==> src/rtl/alu_ctrl_pkg.sv <==
// Shared definitions for the ALU issue/sequencing controller and its decoders.
package alu_ctrl_pkg;

   localparam int unsigned DATA_W   = 32;
   localparam int unsigned OP_COUNT = 14;

   // R-type funct codes (valid only when opcode == 0)
   localparam logic [5:0] FUNCT_SLL  = 6'h00;
   localparam logic [5:0] FUNCT_SLA  = 6'h01;
   localparam logic [5:0] FUNCT_SRL  = 6'h02;
   localparam logic [5:0] FUNCT_SRA  = 6'h03;
   localparam logic [5:0] FUNCT_MUL  = 6'h18;
   localparam logic [5:0] FUNCT_DIV  = 6'h1A;
   localparam logic [5:0] FUNCT_ADD  = 6'h20;
   localparam logic [5:0] FUNCT_ADDU = 6'h21;
   localparam logic [5:0] FUNCT_SUB  = 6'h22;
   localparam logic [5:0] FUNCT_SUBU = 6'h23;
   localparam logic [5:0] FUNCT_AND  = 6'h24;
   localparam logic [5:0] FUNCT_OR   = 6'h25;
   localparam logic [5:0] FUNCT_XOR  = 6'h26;
   localparam logic [5:0] FUNCT_NOR  = 6'h27;

   // Bit positions of the one-hot ALU operation lines
   typedef enum logic [3:0] {
      OP_ADD  = 4'd0,
      OP_ADDU = 4'd1,
      OP_SUB  = 4'd2,
      OP_SUBU = 4'd3,
      OP_MUL  = 4'd4,
      OP_DIV  = 4'd5,
      OP_AND  = 4'd6,
      OP_OR   = 4'd7,
      OP_XOR  = 4'd8,
      OP_NOR  = 4'd9,
      OP_SRL  = 4'd10,
      OP_SLL  = 4'd11,
      OP_SRA  = 4'd12,
      OP_SLA  = 4'd13
   } op_idx_e;

   // Issue sequencer states
   typedef enum logic [1:0] {
      ST_IDLE  = 2'd0,
      ST_SETUP = 2'd1,
      ST_EXEC  = 2'd2,
      ST_WB    = 2'd3
   } state_e;

endpackage

==> src/rtl/alu_funct_decoder.sv <==
// Combinational (opcode, funct) -> one-hot ALU op plus class flags.
module alu_funct_decoder
   import alu_ctrl_pkg::*;
(
   input  logic [5:0]          opcode,
   input  logic [5:0]          funct,
   output logic [OP_COUNT-1:0] op,
   output logic                illegal,
   output logic                is_mul,
   output logic                is_div
);

   // Map funct to its op line; anything unmapped or non-R-type is illegal
   always_comb begin
      op      = '0;
      illegal = 1'b0;
      if (opcode != 6'd0) begin
         illegal = 1'b1;
      end else begin
         case (funct)
            FUNCT_ADD:  op[OP_ADD]  = 1'b1;
            FUNCT_ADDU: op[OP_ADDU] = 1'b1;
            FUNCT_SUB:  op[OP_SUB]  = 1'b1;
            FUNCT_SUBU: op[OP_SUBU] = 1'b1;
            FUNCT_MUL:  op[OP_MUL]  = 1'b1;
            FUNCT_DIV:  op[OP_DIV]  = 1'b1;
            FUNCT_AND:  op[OP_AND]  = 1'b1;
            FUNCT_OR:   op[OP_OR]   = 1'b1;
            FUNCT_XOR:  op[OP_XOR]  = 1'b1;
            FUNCT_NOR:  op[OP_NOR]  = 1'b1;
            FUNCT_SRL:  op[OP_SRL]  = 1'b1;
            FUNCT_SLL:  op[OP_SLL]  = 1'b1;
            FUNCT_SRA:  op[OP_SRA]  = 1'b1;
            FUNCT_SLA:  op[OP_SLA]  = 1'b1;
            default:    illegal     = 1'b1;
         endcase
      end
      is_mul = op[OP_MUL];
      is_div = op[OP_DIV];
   end

endmodule

==> src/rtl/alu_issue_seq.sv <==
// Issue/sequencing controller: accepts an R-type op, drives the one-hot ALU
// for an op-dependent number of enable cycles, and returns the result.
module alu_issue_seq
   import alu_ctrl_pkg::*;
#(
   parameter int unsigned LAT_BASIC = 1,
   parameter int unsigned LAT_MUL   = 2,
   parameter int unsigned LAT_DIV   = 4
) (
   input  logic                clk,
   input  logic                rst_n,
   input  logic                in_valid,
   output logic                in_ready,
   input  logic [31:0]         in_instr,
   input  logic [31:0]         in_rs,
   input  logic [31:0]         in_rt,
   output logic [31:0]         alu_a,
   output logic [31:0]         alu_b,
   output logic [31:0]         alu_c,
   output logic [OP_COUNT-1:0] alu_op,
   output logic                alu_enable,
   input  logic [31:0]         alu_result,
   output logic                wb_valid,
   input  logic                wb_ready,
   output logic [4:0]          wb_rd,
   output logic [31:0]         wb_data,
   output logic                wb_err
);

   localparam int unsigned LAT_MAX_MB = (LAT_MUL > LAT_BASIC) ? LAT_MUL : LAT_BASIC;
   localparam int unsigned LAT_MAX    = (LAT_DIV > LAT_MAX_MB) ? LAT_DIV : LAT_MAX_MB;
   localparam int unsigned CNT_W      = $clog2(LAT_MAX) + 1;

   state_e              state_q, state_d;
   logic [CNT_W-1:0]    cnt_q, cnt_d, lat_m1;
   logic                err_q, err_d, mul_q, mul_d, div_q, div_d;
   logic [4:0]          rd_q, rd_d;
   logic                in_ready_d, alu_enable_d, wb_valid_d, wb_err_d;
   logic [31:0]         alu_a_d, alu_b_d, alu_c_d, wb_data_d;
   logic [OP_COUNT-1:0] alu_op_d;
   logic [4:0]          wb_rd_d;

   logic [OP_COUNT-1:0] dec_op;
   logic                dec_illegal, dec_mul, dec_div;
   logic                unused_fields;

   // rs/rt register-number fields are already resolved upstream
   assign unused_fields = ^in_instr[25:16];

   alu_funct_decoder u_dec (
      .opcode  (in_instr[31:26]),
      .funct   (in_instr[5:0]),
      .op      (dec_op),
      .illegal (dec_illegal),
      .is_mul  (dec_mul),
      .is_div  (dec_div)
   );

   // Enable-cycle count minus one for the latched op class
   always_comb begin
      lat_m1 = CNT_W'(LAT_BASIC - 1);
      if (div_q)      lat_m1 = CNT_W'(LAT_DIV - 1);
      else if (mul_q) lat_m1 = CNT_W'(LAT_MUL - 1);
   end

   // Next-state and next-output logic
   always_comb begin
      state_d      = state_q;
      cnt_d        = cnt_q;
      err_d        = err_q;
      mul_d        = mul_q;
      div_d        = div_q;
      rd_d         = rd_q;
      alu_a_d      = alu_a;
      alu_b_d      = alu_b;
      alu_c_d      = alu_c;
      alu_op_d     = alu_op;
      alu_enable_d = 1'b0;
      wb_valid_d   = wb_valid;
      wb_rd_d      = wb_rd;
      wb_data_d    = wb_data;
      wb_err_d     = wb_err;

      case (state_q)
         ST_IDLE: begin
            if (in_valid && in_ready) begin
               state_d = ST_SETUP;
               alu_a_d = in_rs;
               alu_b_d = in_rt;
               alu_c_d = 32'(in_instr[10:6]);
               rd_d    = in_instr[15:11];
               mul_d   = dec_mul;
               div_d   = dec_div;
               err_d   = dec_illegal || (dec_div && (in_rt == 32'd0));
               alu_op_d = (dec_illegal || (dec_div && (in_rt == 32'd0))) ? '0 : dec_op;
            end
         end
         ST_SETUP: begin
            if (err_q) begin
               state_d    = ST_WB;
               alu_op_d   = '0;
               wb_valid_d = 1'b1;
               wb_rd_d    = rd_q;
               wb_data_d  = 32'd0;
               wb_err_d   = 1'b1;
            end else begin
               state_d      = ST_EXEC;
               alu_enable_d = 1'b1;
               cnt_d        = lat_m1;
            end
         end
         ST_EXEC: begin
            if (cnt_q == CNT_W'(0)) begin
               state_d    = ST_WB;
               alu_op_d   = '0;
               wb_valid_d = 1'b1;
               wb_rd_d    = rd_q;
               wb_data_d  = alu_result;
               wb_err_d   = 1'b0;
            end else begin
               alu_enable_d = 1'b1;
               cnt_d        = cnt_q - CNT_W'(1);
            end
         end
         ST_WB: begin
            if (wb_ready) begin
               state_d    = ST_IDLE;
               wb_valid_d = 1'b0;
            end
         end
         default: state_d = ST_IDLE;
      endcase

      in_ready_d = (state_d == ST_IDLE);
   end

   // State and registered-output update; reset aborts any in-flight op
   always_ff @(posedge clk or negedge rst_n) begin
      if (!rst_n) begin
         state_q    <= ST_IDLE;
         cnt_q      <= '0;
         err_q      <= 1'b0;
         mul_q      <= 1'b0;
         div_q      <= 1'b0;
         rd_q       <= '0;
         in_ready   <= 1'b1;
         alu_a      <= '0;
         alu_b      <= '0;
         alu_c      <= '0;
         alu_op     <= '0;
         alu_enable <= 1'b0;
         wb_valid   <= 1'b0;
         wb_rd      <= '0;
         wb_data    <= '0;
         wb_err     <= 1'b0;
      end else begin
         state_q    <= state_d;
         cnt_q      <= cnt_d;
         err_q      <= err_d;
         mul_q      <= mul_d;
         div_q      <= div_d;
         rd_q       <= rd_d;
         in_ready   <= in_ready_d;
         alu_a      <= alu_a_d;
         alu_b      <= alu_b_d;
         alu_c      <= alu_c_d;
         alu_op     <= alu_op_d;
         alu_enable <= alu_enable_d;
         wb_valid   <= wb_valid_d;
         wb_rd      <= wb_rd_d;
         wb_data    <= wb_data_d;
         wb_err     <= wb_err_d;
      end
   end

endmodule
==> config.mk <==
export PLATFORM = sky130hd
export DESIGN_NAME = alu_issue_seq
export DESIGN_NICKNAME = d
export VERILOG_FILES = /design/src/rtl/alu_ctrl_pkg.sv /design/src/rtl/alu_funct_decoder.sv /design/src/rtl/alu_issue_seq.sv
export SDC_FILE = /design/constraint.sdc
export NUM_CORES = 1
export LEC_CHECK = 0
export CELL_PAD_IN_SITES_DETAIL_PLACEMENT = 0
export CELL_PAD_IN_SITES_GLOBAL_PLACEMENT = 1
export CORE_ASPECT_RATIO = 1.75
export CORE_MARGIN = 1
export CORE_UTILIZATION = 33
export CTS_CLUSTER_DIAMETER = 120
export DETAILED_ROUTE_END_ITERATION = 16
export PLACE_DENSITY = 0.91
export SLEW_MARGIN = 20
export SYNTH_ARGS = -nofsm -noshare
export SYNTH_HDL_FRONTEND = slang
export SYNTH_SLANG_ARGS = --single-unit
==> constraint.sdc <==
create_clock -name clk -period 4.2 [get_ports clk]
set_clock_uncertainty 0.15 [all_clocks]
set_input_delay 0.63 -clock clk [delete_from_list [all_inputs] [get_ports clk]]
set_output_delay 0.63 -clock clk [all_outputs]
set_load 0.1 [all_outputs]
## After elaboration in Yosys (flattened, before gate mapping)

Cells that the tools add are included.
Widths: inputs -> output; s select.

| storage, ports and cells | value |
|---|---|
| flip-flop bits (word level) | 137 |
| bits of input ports | 132 |
| word-level logic and storage cells | 104 |

| operators by class | value |
|---|---|
| $add $sub $neg | 1 |
| equal/unequal tests | 22 |
| mux-type cells | 47 |
| reductions and logical operators | 18 |

Operators by type and width:

| kind | number |
|---|---|
| $mux 14 | 5 |
| $mux 32 | 2 |
| $pmux 32 s2 | 1 |
| $eq 6x6->1 const B | 8 |
| $pmux 14 s3 | 1 |
| $logic_not 32->1 | 1 |
| $mux 1 | 24 |
| $reduce_or 14->1 | 1 |
| $eq 6x2->1 const B | 2 |
| $eq 6x5->1 const B | 2 |
| $ne 2x2->1 const B | 6 |
| $mux 5 | 2 |
| $pmux 5 s2 | 1 |
| $mux 3 | 3 |
| $pmux 2 s4 | 1 |
| $reduce_and 4->1 | 2 |
| $eq 6x1->1 const B | 1 |
| $logic_not 6->1 | 1 |
| $mux 2 | 3 |
| $pmux 3 s2 | 1 |
| $reduce_and 3->1 | 2 |
| $reduce_bool 3->1 | 2 |
| $reduce_bool 6->1 | 1 |
| $eq 2x2->1 const B | 2 |
| 10 further kinds | 13 |

## Longest topological paths before layout

| logic depth | value |
|---|---|
| depth after elaboration | 8 |
| gate-level depth with buffers | 7 |

## Hierarchy

From an unflattened synthesis, not the netlist that was laid out.

| unflattened totals | value |
|---|---|
| cell total of the unflattened synthesis | 439 |
| area, all modules | 5,804.3 sq um |

By module, submodules not included:

| module | times used | cells each | area an instance (sq um) | seq. area each (sq um) |
|---|---|---|---|---|
| alu_issue_seq | 1 | 407 | 5,624.1 | 3,429.5 |
| alu_funct_decoder | 1 | 32 | 180.2 | 0.0 |

## Worst setup path after synthesis

No wires, ideal clock.

| timing path | value |
|---|---|
| path type | register -> register |
| from | reg in_ready |
| to | reg mul_q |
| data arrival time | 1,831 ps |
| slack | 2,109 ps |
| stages on the path, launching flop included | 5 |
| clock period less this slack | 2,091 ps |
| cell sequence | dfstp_2 > nand3_1 > buf_2 > buf_2 > o41ai_1 |

| between the ends | value |
|---|---|
| cells in the longest elaborated chain, start to end | 2 |

Ends and longest elaborated chain:

| item | RTL line | text |
|---|---|---|
| start, declared | alu_issue_seq.sv:13 | `output logic in_ready,` |
| start signal, assigned | alu_issue_seq.sv:163 | `in_ready <= in_ready_d;` |
| $logic_and 1x1->1 | alu_issue_seq.sv:86 | `if (in_valid && in_ready) begin` |
| $reduce_and 2->1 (no line) | -- |  |
| end signal, assigned | alu_issue_seq.sv:160 | `mul_q <= mul_d;` |
| end, declared | alu_issue_seq.sv:36 | `logic err_q, err_d, mul_q, mul_d, div_q, div_d;` |

No other way between the ends.
A chain may end at the register's enable or synchronous reset.

## Final worst setup path

| timing path | value |
|---|---|
| from | reg in_ready |
| to | out in_ready |

No word-level cell between the ends.

==> impl_results.md <==
- Max stage delay on crit path: 1170 ps
- CTS resizes: 0
- Period utilization: 0.703
- Kind of cell adding the most delay to the critical path: buffers and inverters
- Crit-path max FO: 5
- First DRT Iteration DRCs: 120
- Die Wd: 102 um
- H-tree Lvls: 4
- Area share of the largest cell type after synthesis: 0.585
- Min-Delay Path Class: input pin to async pin
- CTS Buf Count: 17
- Reg2Reg Depth: 6
- Initial antenna violation count: 0
- Longest Clk Path Bufs: 2
- Initial Util: 0.340
- Clock Pin Slew Worst Setup and Hold Paths: 60 ps
- First-pass GRT wire length: 23700 um
- Final setup violation count: 0
- Fillers: 1515
- EDFF count, synth: 0
- Startpoint Class: register
- Pin count of the biggest net entering global routing: 107
- Setup CP Type: register to output pin
- Hold-fix buffers at CTS: 0
- Synth unique cells: 41
- Top-count cell post-synth: dfrtp_1
- Vias per std cell: 4.61
- Global Route Usage Sum: 0.174
- Period minus WS final: roughly 3000 ps
- Asr flop ratio synth: 1.00
- Top FF cell, synth: dfrtp_1
- Die height: 178 um
- CP required: 3420 ps
- Top cells by area, synth: dfrtp_1, mux2_2, nand2_1
- Hpwl dp: 11000 um
- Die area: approximately 0.018 mm2
- CTS Root Cell: clkbuf_16
- Placer Congestion: 0.760
- Initial DRT Pass Iterations: 4
- Synthesized area per cell: 12.1 um2
- Area of the core: 0.0171 mm2
- Status: finished clean
- CTS sink cnt: around 140
- Sequential cell area: between 0.003 and 0.004 mm2
- WL final: 15200 um
- Synth top cells by count: dfrtp_1, nand2_1, mux2_2
- Sequential area share after synthesis: 0.590
- Area growth syn-to-layout: 54.9%
- Crit. End Element: output pin
- Setup TNS: 0 ps
- Post-synthesis register bit count: about 140
- Worst EP arrival: ~2200 ps
- Mapped Area: slightly below 0.006 mm2
- Synth warnings: 0
- Number of buffers added for setup after CTS: 0
- Critical path cell sequence: clkdlybuf4s50_1
- Buf+Inv Stages, Crit Path: 1
- Critical-path cell with the highest stage delay: clkdlybuf4s50_1
- Detailed-route DRC error count: 0
- Max Freq: 0.339 GHz
- IO Port Bufs: roughly 250
- ANT nets after route: 0
- CTS tree: built
- Crit path depth: 1
- Final hold vios: 0
- Via Count: 4460
- Antenna cell count: 0
- Total Nets Final: about 870
- Cell accounting for the most synthesized area: dfrtp_1
- RSZ-0062 raised after global routing: no
- Gr ovfl total: 0
- Layout cells sized above 1: 0.166
- Max cap viols: 0
- Routed len/inst: ~16 um
- Fin. max-slew vios: 0
- Post-Synthesis Cells: 481
- Slew @ Worst Pin: between 1000 and 1500 ps
- Multi-input combinational cell area: 0.00217 mm2
- Number of I/O pins: 283
- Rows: 63
- Worst skew pair latency: 410 ps
- Max_slew headroom: 0.285
- Vias in the first global route: 4612
-- per-stage QoR --
stage                     worst slack [ps]  std cells  instance area [um2]  hold WS, ps  utilization
final                                 1250        967                 9010          184        0.527
after global routing                  1210        967                 9010          260        0.527
after CTS                             1230        967                 9010          249        0.527
after detailed placement              1570        936                 8420          320        0.492
after global placement                1620        936                 8420          312        0.492
after floorplan                       2110        507                 5910          184            -
-- kinds of logic after synthesis --
family | share of synthesized area
flip-flops | 0.590
AND/OR/NAND/NOR | 0.0992
multiplexers | 0.153
AO/OA/AOI/OAI | 0.0828
buffers and inverters | 0.0576
adder cells (fa/ha/maj) | 0.0172
other | 0.000645
-- state kept, by name, summed over array words and instances (netlist names), 2 cells and up --
signal	cells
wb_data	32
cnt_q	3
alu_op	14
rd_q	5
alu_a	32
alu_b	32
wb_rd	5
alu_c	5
state_q	2
-- layer usage --
layer | wire length, um | global-route usage
met1 | 5490 | 0.182
met2 | 8340 | 0.310
met3 | 933 | 0.0536
met4 | 418 | 0.0804
met5 | 0 | 0
-- cell type report --
class	count	share of cell area
flip-flops and latches	137	0.381
repair buffers	250	0.278
multi-input cells	313	0.241
clock buffers	22	0.0515
well taps	227	0.0315
clock inverters	9	0.0136
inverters	9	0.00375
-- final timing paths --
kind / start / endpoint / slack, ps
max in group asynchronous: rst_n / wb_data[3]$_DFFE_PN0P_ / 2920
min reg2reg: wb_data[19]$_DFFE_PN0P_ / wb_data[19]$_DFFE_PN0P_ / 330
max: in_ready$_DFF_PN1_ / in_ready / 1250
min in group clk: wb_data[19]$_DFFE_PN0P_ / wb_data[19]$_DFFE_PN0P_ / 330
max reg2reg: state_q[0]$_DFF_PN0_ / alu_op[3]$_DFFE_PN0P_ / 1800
min: rst_n / alu_op[0]$_DFFE_PN0P_ / 180
-- placed cells by master (no fill, tap or decap), types with 2 or more instances in the layout --
master	count
a211oi_1	2
a21oi_1	3
and2_1	2
buf_4	4
bufinv_16	3
clkbuf_1	3
clkbuf_16	17
clkbuf_8	3
clkdlybuf4s50_1	244
clkinv_2	5
conb_1	27
dfrtp_1	136
ha_1	8
inv_1	9
mux2_2	79
nand2_1	88
nand2b_1	2
nand3_1	2
nand4_1	3
nor2_1	9
nor3_1	2
nor4_1	8
o21ai_0	38
o31ai_1	11
o41ai_1	7
or3_1	3
Power is left out: the tool's default activity adds up to more than one toggle a clock period on the data nets, which glitch-free logic cannot reach.
